`src/rtl/mux_arb_n_if.sv`:
```
// Bundle of the channel-side and output-side handshake signals of mux_arb_n.
// The master modport drives the inputs; the slave modport is the arbiter itself.
interface mux_arb_n_if #(
   parameter int WIDTH = 64,
   parameter int N     = 8,
   parameter int SELW  = $clog2(N)
);
   logic [N*WIDTH-1:0] in_data;
   logic [N-1:0]       in_valid;
   logic [N-1:0]       in_ready;
   logic               mode;
   logic [SELW-1:0]    sel;
   logic [WIDTH-1:0]   out_data;
   logic [SELW-1:0]    out_src;
   logic               out_valid;
   logic               out_ready;

   modport master (
      output in_data, in_valid, mode, sel, out_ready,
      input  in_ready, out_data, out_src, out_valid
   );

   modport slave (
      input  in_data, in_valid, mode, sel, out_ready,
      output in_ready, out_data, out_src, out_valid
   );
endinterface

```
`src/rtl/mux_arb_n.sv`:
```
// N-input arbitrating multiplexer: fixed-select or round-robin grant feeding a
// single registered, valid/ready output stage.
module mux_arb_n #(
   parameter int WIDTH = 64,
   parameter int N     = 8,
   parameter int SELW  = $clog2(N)
) (
   input logic        clk,
   input logic        reset,
   mux_arb_n_if.slave bus
);
   localparam int              PADN = 1 << SELW;
   localparam logic [SELW:0]   N_L  = (SELW+1)'(N);
   localparam logic [SELW-1:0] LAST = SELW'(N - 1);

   logic [WIDTH-1:0] chan_data [N];
   logic [PADN-1:0]  valid_pad;
   logic [N-1:0]     in_ready_w;
   logic [SELW-1:0]  grant;
   logic             grant_valid;
   logic             load;
   logic             xfer;
   int               scan_idx;

   logic [WIDTH-1:0] out_data_q, out_data_d;
   logic [SELW-1:0]  out_src_q,  out_src_d;
   logic             out_valid_q, out_valid_d;
   logic [SELW-1:0]  ptr_q,      ptr_d;

   genvar gi;
   generate
      for (gi = 0; gi < N; gi++) begin : g_chan
         assign chan_data[gi]  = bus.in_data[gi*WIDTH +: WIDTH];
         assign in_ready_w[gi] = xfer && (grant == SELW'(gi));
      end
   endgenerate

   // Padding lets an out-of-range sel index the valid vector safely.
   assign valid_pad = PADN'(bus.in_valid);

   always_comb begin
      grant_valid = 1'b0;
      grant       = '0;
      scan_idx    = 0;
      if (!bus.mode) begin
         if (({1'b0, bus.sel} < N_L) && valid_pad[bus.sel]) begin
            grant_valid = 1'b1;
            grant       = bus.sel;
         end
      end else begin
         for (int k = 0; k < N; k++) begin
            scan_idx = int'(ptr_q) + k;
            if (scan_idx >= N) scan_idx = scan_idx - N;
            if (!grant_valid && bus.in_valid[scan_idx]) begin
               grant_valid = 1'b1;
               grant       = SELW'(scan_idx);
            end
         end
      end
   end

   // Reset gates the handshake so no channel sees a transfer while it is held.
   assign load = !out_valid_q || bus.out_ready;
   assign xfer = load && grant_valid && !reset;

   always_comb begin
      out_data_d  = out_data_q;
      out_src_d   = out_src_q;
      out_valid_d = out_valid_q;
      ptr_d       = ptr_q;
      if (xfer) begin
         out_data_d  = chan_data[grant];
         out_src_d   = grant;
         out_valid_d = 1'b1;
         if (bus.mode) ptr_d = (grant == LAST) ? '0 : grant + SELW'(1);
      end else if (out_valid_q && bus.out_ready) begin
         out_valid_d = 1'b0;
      end
   end

   always_ff @(posedge clk) begin
      if (reset) begin
         out_data_q  <= '0;
         out_src_q   <= '0;
         out_valid_q <= 1'b0;
         ptr_q       <= '0;
      end else begin
         out_data_q  <= out_data_d;
         out_src_q   <= out_src_d;
         out_valid_q <= out_valid_d;
         ptr_q       <= ptr_d;
      end
   end

   assign bus.in_ready  = in_ready_w;
   assign bus.out_data  = out_data_q;
   assign bus.out_src   = out_src_q;
   assign bus.out_valid = out_valid_q;
endmodule

```
`src/flat_wrapper.sv`:
```
// flat-port wrapper written by rule: the top's interface ports become plain ports
module mux_arb_n_flat 
#(
   parameter int WIDTH = 64,
   parameter int N     = 8,
   parameter int SELW  = $clog2(N)
)
  (clk, reset, bus_in_data, bus_in_valid, bus_mode, bus_sel, bus_out_ready, bus_in_ready, bus_out_data, bus_out_src, bus_out_valid);
  mux_arb_n_if #(.WIDTH(WIDTH), .N(N), .SELW(SELW)) bus_i ();
  input logic clk;
  input logic reset;
  input wire logic [$bits(bus_i.in_data)-1:0] bus_in_data;
  input wire logic [$bits(bus_i.in_valid)-1:0] bus_in_valid;
  input wire logic [$bits(bus_i.mode)-1:0] bus_mode;
  input wire logic [$bits(bus_i.sel)-1:0] bus_sel;
  input wire logic [$bits(bus_i.out_ready)-1:0] bus_out_ready;
  output wire logic [$bits(bus_i.in_ready)-1:0] bus_in_ready;
  output wire logic [$bits(bus_i.out_data)-1:0] bus_out_data;
  output wire logic [$bits(bus_i.out_src)-1:0] bus_out_src;
  output wire logic [$bits(bus_i.out_valid)-1:0] bus_out_valid;
  assign bus_i.in_data = bus_in_data;
  assign bus_i.in_valid = bus_in_valid;
  assign bus_i.mode = bus_mode;
  assign bus_i.sel = bus_sel;
  assign bus_i.out_ready = bus_out_ready;
  assign bus_in_ready = bus_i.in_ready;
  assign bus_out_data = bus_i.out_data;
  assign bus_out_src = bus_i.out_src;
  assign bus_out_valid = bus_i.out_valid;
  mux_arb_n #(.WIDTH(WIDTH), .N(N), .SELW(SELW)) u_core (.clk(clk), .reset(reset), .bus(bus_i));
endmodule
```
`config.mk`:
```
export PLATFORM = sky130hd
export DESIGN_NAME = mux_arb_n_flat
export DESIGN_NICKNAME = d
export VERILOG_FILES = /design/src/rtl/mux_arb_n_if.sv /design/src/rtl/mux_arb_n.sv /design/src/flat_wrapper.sv
export SDC_FILE = /design/constraint.sdc
export NUM_CORES = 1
export LEC_CHECK = 0
export ABC_AREA = 1
export BUFFER_PORTS_ARGS = -buffer_cell sky130_fd_sc_hd__buf_4
export CORE_AREA = 2 2 238 240
export DETAILED_ROUTE_END_ITERATION = 16
export DIE_AREA = 0 0 240 242
export GPL_TIMING_DRIVEN = 0
export PLACE_DENSITY_LB_ADDON = 0.2
export SYNTH_ARGS = -nofsm -noshare
export SYNTH_HDL_FRONTEND = slang
export SYNTH_SLANG_ARGS = --single-unit
```
`constraint.sdc`:
```
create_clock -name clk -period 3.9 [get_ports clk]
set_input_delay 0.195 -clock clk [delete_from_list [all_inputs] [get_ports clk]]
set_output_delay 0.195 -clock clk [all_outputs]
set_load 0.005 [all_outputs]
```
Word-level counts from Yosys, hierarchy flattened
Cells that the tools add are included.
Widths: inputs -> output; s select.
{ "totals": {"regBits": 71, "in_bits": 527, "output_inout_bits": 76, "word_cells": 152} }
{ "classes": {"addsub": 16, "n_lt_le_gt_ge": 18, "n_eq_ne": 7, "muxes": 75, "n_bitwise": 1, "n_reduce_logical": 31} }
{ "ops": {"columns": ["operator", "n"], "rows": [
  ["$mux 32", 16],
  ["$lt 32x5->1 const B", 8],
  ["$ge 32x5->1 const B", 7],
  ["$sub 32x5->32 const B", 7],
  ["$bmux 64 s3", 1],
  ["$mux 64", 2],
  ["$mux 1", 36],
  ["$mux 3", 11],
  ["$bmux 1 s3", 9],
  ["$logic_and 1x1->1", 18],
  ["$add 3x3->4 const B", 4],
  ["$eq 3x3->1 const B", 4],
  ["$logic_not 1->1", 9],
  ["$add 3x2->4 const B", 2],
  ["$eq 3x2->1 const B", 2],
  ["$sub 3x4->5 const B", 1],
  ["$add 3x1->4 const B", 1],
  ["$ge 3x4->1 const B", 1],
  ["$ge 4x4->1 const B", 1],
  ["$lt 3x4->1 const B", 1],
  ["$not 3->4", 1],
  ["$add 3x1->3 const B", 1],
  ["$eq 3x1->1 const B", 1],
  ["$logic_not 3->1", 1],
  ["other kinds (3)", 3]
]} }

Depth between registers and ports, before layout
{ "depth": {"ltp_word": 40, "mapped_depth": 26, "depth_no_buf": 23} }

Least setup slack after synthesis
No wires, ideal clock.
{ "synth_path": {"kind": "register -> output", "start": "register u_core.ptr_q[1]", "end": "output port bus_in_ready[4]", "arrival_ps": 2684, "path_slack_ps": 1021, "stages_incl_launch_ff": 21, "path_buffers": 3, "cell_sequence": "dfxtp_1 > buf_2 > inv_2 > ha_1 > inv_2 > nand3_1 > nand2_1 > nand2_1 > nand2_1 > nand3_2 > nor2_4 > nand4_1 > clkinv_1 > nand2_1 > nand3_1 > nand2_1 > a21oi_1 > buf_2 > buf_2 > inv_1 > nor2_1"} }
{ "synth_via": {"elab_chain_cells": 39, "elab_cells_between_ends": 106, "classes_between": "15 x add/sub; 8 x order compare; 1 x eq/ne; 65 x mux; 17 x reduce/logical"} }
{ "synth_lines": {"columns": ["element", "line", "text"], "rows": [
  ["from (decl)", "mux_arb_n.sv:28", "logic [SELW-1:0] ptr_q, ptr_d;"],
  ["from (signal assigned)", "mux_arb_n.sv:91", "ptr_q <= ptr_d;"],
  ["parallel branches: the longest is 38 deep, another holds $sub 32x5->32", null, null],
  ["$logic_and 1x1->1 (*)", "mux_arb_n.sv:34", "assign in_ready_w[gi] = xfer && (grant == SELW'(gi));"],
  ["to (decl)", "flat_wrapper.sv:17", "output wire logic [$bits(bus_i.in_ready)-1:0] bus_in_ready;"]
]} }
Every way passes the cells marked *. The select of a mux whose other input is x is not followed.

Final worst setup path
{ "layout_path": {"start": "register u_core.ptr_q[1]", "end": "output port bus_in_ready[1]"} }
The elaborated chain is that of the path after synthesis.

==> results.yml <==
clock_tree:
  clkLatencyLatePin_ns: 0.38
  numCtsBuffers: 9
  clock_path_buffers: 2
  cts_sinks: 71
  root_buffer: "clkbuf_16"
  cts_tree: "done"
  htree_num_levels: 3
  clk_pin_slew_ns: 0.07
power:
  sw_frac_of_total_pct: 49.3
  p_total_w: 0.00514
  p_leak_nw: 9.15
  clockPowerShare_pct: 17.0
  power.net_switching_w: 0.00253
  intPower_w: 0.00260
  combPwrFrac_pct: 65.8
  p_per_area_nw_per_um2: 336
  seqPwrFrac_pct: 17.1
  peakVddDrop_v: 0.000212
die:
  die_area_um2: 58100
  die_w_um: 240
  core_area_um2: 55700
  initial_utilization_pct: 16.8
  boundaryPins: 603
  die_h_um: 242
  num_rows: 87
critical_path:
  worstSetupPathType: "reg2out"
  r2r_start: "u_core.ptr_q[1]"
  end_kind: "primary output"
  required_ns: 3.70
  reg2reg_to: "u_core.bus.out_data[53]"
  cp_cell_sequence: "buf_6 -> inv_2 -> ha_4 -> inv_4 -> nand3_1 -> nand2_1 -> nor2_1 -> a31oi_2 -> inv_1 -> nand3_2 -> nor2_1 -> nor3_2 -> nand3_1 -> nand2_2 -> nand2_2 -> nor2_4 -> buf_6 -> buf_12 -> clkinvlp_4 -> nor2_1 -> buf_4"
  cp_common_cell: "nor2_1"
  cpMaxStageDelayCell: "dfxtp_1"
  r2r_slack_ns: 0.40
  cp_max_fo: 10
  worstPathArrival_ns: 3.40
  reg2reg_depth: 20
  cpPeakStageDelay_ns: 0.33
  worst_setup_path_start_kind: "flop"
status:
  outcome: "finished, final reports clean"
global_routing:
  track_usage_pct: 20.9
  overflow: 0
  antenna_found_initial: 5
  grt_max_degree: 20
  grt_pass1_vias: 14300
  grt_pass1_wl_mm: 89.5
final_layout:
  layout-drive-gt1-share_pct: 29.3
  final_area_um2: 15300
  final_nets: 3089
  layout_commonest_cell: "nand2_1"
  syn_to_final_growth_pct: 63.4
  mostFrequentLayoutCells: "nand2_1, buf_4, nand3_1, inv_1, dfxtp_1"
yosys:
  synth_area_leader_cell: "nand2_1"
  synth_xor_area_share_pct: 0.655
  yosysTopAreaCellShare_pct: 49.0
  synthCells: 1946
  syn_nets: 2475
  synth_area_leaders: "nand2_1, nand3_1, dfxtp_1"
  synth_area_um2: 9360
  yosysSeqAreaShare_pct: 15.2
  ys_seq_elements: 71
  synth_mux_area_share_pct: 0
  synth_cell_types: 34
  synth_compound_area_share_pct: 1.88
  synth_top_family_by_area: "simple AND/OR/NAND/NOR gates"
  synth_fa_ha_area_share_pct: 0.267
  syn_avg_cell_area_um2: 4.81
  yosys_warnings: 0
  synth-simple-area-share_pct: 69.8
min_path:
  holdPathEnd: "u_core.bus.out_valid"
  hp-start: "bus_out_ready"
  hold_path_class: "in2reg"
  whs_path_depth: 4
routing:
  first_pass_iters: 5
  vias: 14400
  drtIter0Drc: 705
  wl_per_cell_um: 18.9
  via_per_inst: 4.35
  drt-total-wl_mm: 62.7
  drc: 0
  ant_nets: 0
timing:
  slew_headroom_pct: 20.9
  rsz0062_at_grt: "true"
  skew_ns: 0.0138
  min_period_over_period_pct: 92.1
  finalCriticalPeriod_ns: 3.59
  drv_slew: 0
  fmaxAchievable_mhz: 278
  hold_viol: 0
  report.final.setup_viol: 0
  setup_tns_ns: 0
  worst_pin_slew_ns: 1.19
placed_design:
  io_buffers: 602
  hpwlAfterDp_mm: 51.3
  globalplace.congestion: 0.927
  placed_cell_area_um2: 14800
job:
  cap_violations: 0
## critical path, delay by kind of cell, from the launching register on
family	cells	cell delay [ns]
and+or+nand+nor	11	1.14
buffers and inverters	8	1.05
DFF	1	0.33
adders and majority gates	1	0.26
AOI/OAI and AO/OA	1	0.22
## worst max path at each step
stage	startpoint	endpoint	slack, ns	cells past startpoint
after floorplan	u_core.ptr_q[1]	bus_in_ready[4]	1.02	20
after global placement	u_core.ptr_q[1]	bus_in_ready[5]	-0.26	19
after detailed placement	u_core.ptr_q[1]	bus_in_ready[1]	-0.29	19
after CTS	u_core.ptr_q[1]	bus_in_ready[3]	0.09	22
after global routing	u_core.ptr_q[1]	bus_in_ready[1]	-0.009	21
final	u_core.ptr_q[1]	bus_in_ready[1]	0.31	21
## synthesized netlist by cell type (all sizes together)
library cell and count:
a21oi 6, a31oi 1, a32o 1, buf 102, clkbuf 41, clkinv 1
dfxtp 71, ha 2, inv 92, nand2 1223, nand3 352, nand4 4
nor2 27, nor3 1, o211ai 6, o21a 2, o21ai 8, o21bai 2
xnor2 1, xor2 3
## power groups by stage
stage / sequential [W] / combinational [W] / clock [W]
after global routing: 0.000891 / 0.00379 / 0.000936
after floorplan: 0.000893 / 0.00187 / 0
after CTS: 0.000880 / 0.00342 / 0.000924
final: 0.000880 / 0.00338 / 0.000876
after detailed placement: 0.000894 / 0.00336 / 0
after global placement: 0.000891 / 0.00337 / 0
## per-stage QoR
step	std cells	setup WS [ns]	hold slack, ns	util, %
after floorplan	1946	1.02	0.264	-
after global placement	3304	-0.260	0.368	26.6
after detailed placement	3304	-0.292	0.373	26.6
after CTS	3324	0.0911	0.0719	27.3
after global routing	3324	-0.00907	0.116	27.4
final	3324	0.307	0.110	27.4
## area by class of cell
cell class,instances,area (um2)
multi-input combinational,1639,6880
inverter,93,355
fill,6616,40400
sequential,71,1420
clock inverter,5,40.0
buffer,139,830
antenna,3,7.51
tap,756,946
clock buffer,11,253
timing repair buffer,607,4560
## layer usage
layer	wire length (um)	vias up	track usage, %
li1	-	7260	-
met1	26200	6633	25.0
met2	31500	492	38.0
met3	3500	59	3.12
met4	1610	0	6.58
met5	0	-	0
## logic make-up (layout without fill, tap and decap cells)
group | after synthesis | count (layout)
AO/OA/AOI/OAI | 26 | 26
XOR/XNOR | 4 | 4
adder cells (fa/ha/maj) | 2 | 2
buffers and inverters | 236 | 855
flip-flops | 71 | 71
other | 0 | 3
AND/OR/NAND/NOR | 1607 | 1607
## flip-flops by register name (all words and copies together) (netlist names)
name	flops
u_core.bus.out_src	3
u_core.ptr_q	3
u_core.bus.out_valid	1
u_core.bus.out_data	64
## what timing repair did
item / 4_1_cts / 5_1_grt
setup buffers: 4 / 0
pin swaps: 2 / 1
gates resized for setup: 20 / 18
endpoints found under the setup margin: 73 / 42
hold buffers: 1 / 0
endpoints found under the hold margin: 1 / 0
(Power assumes the default switching activity.)
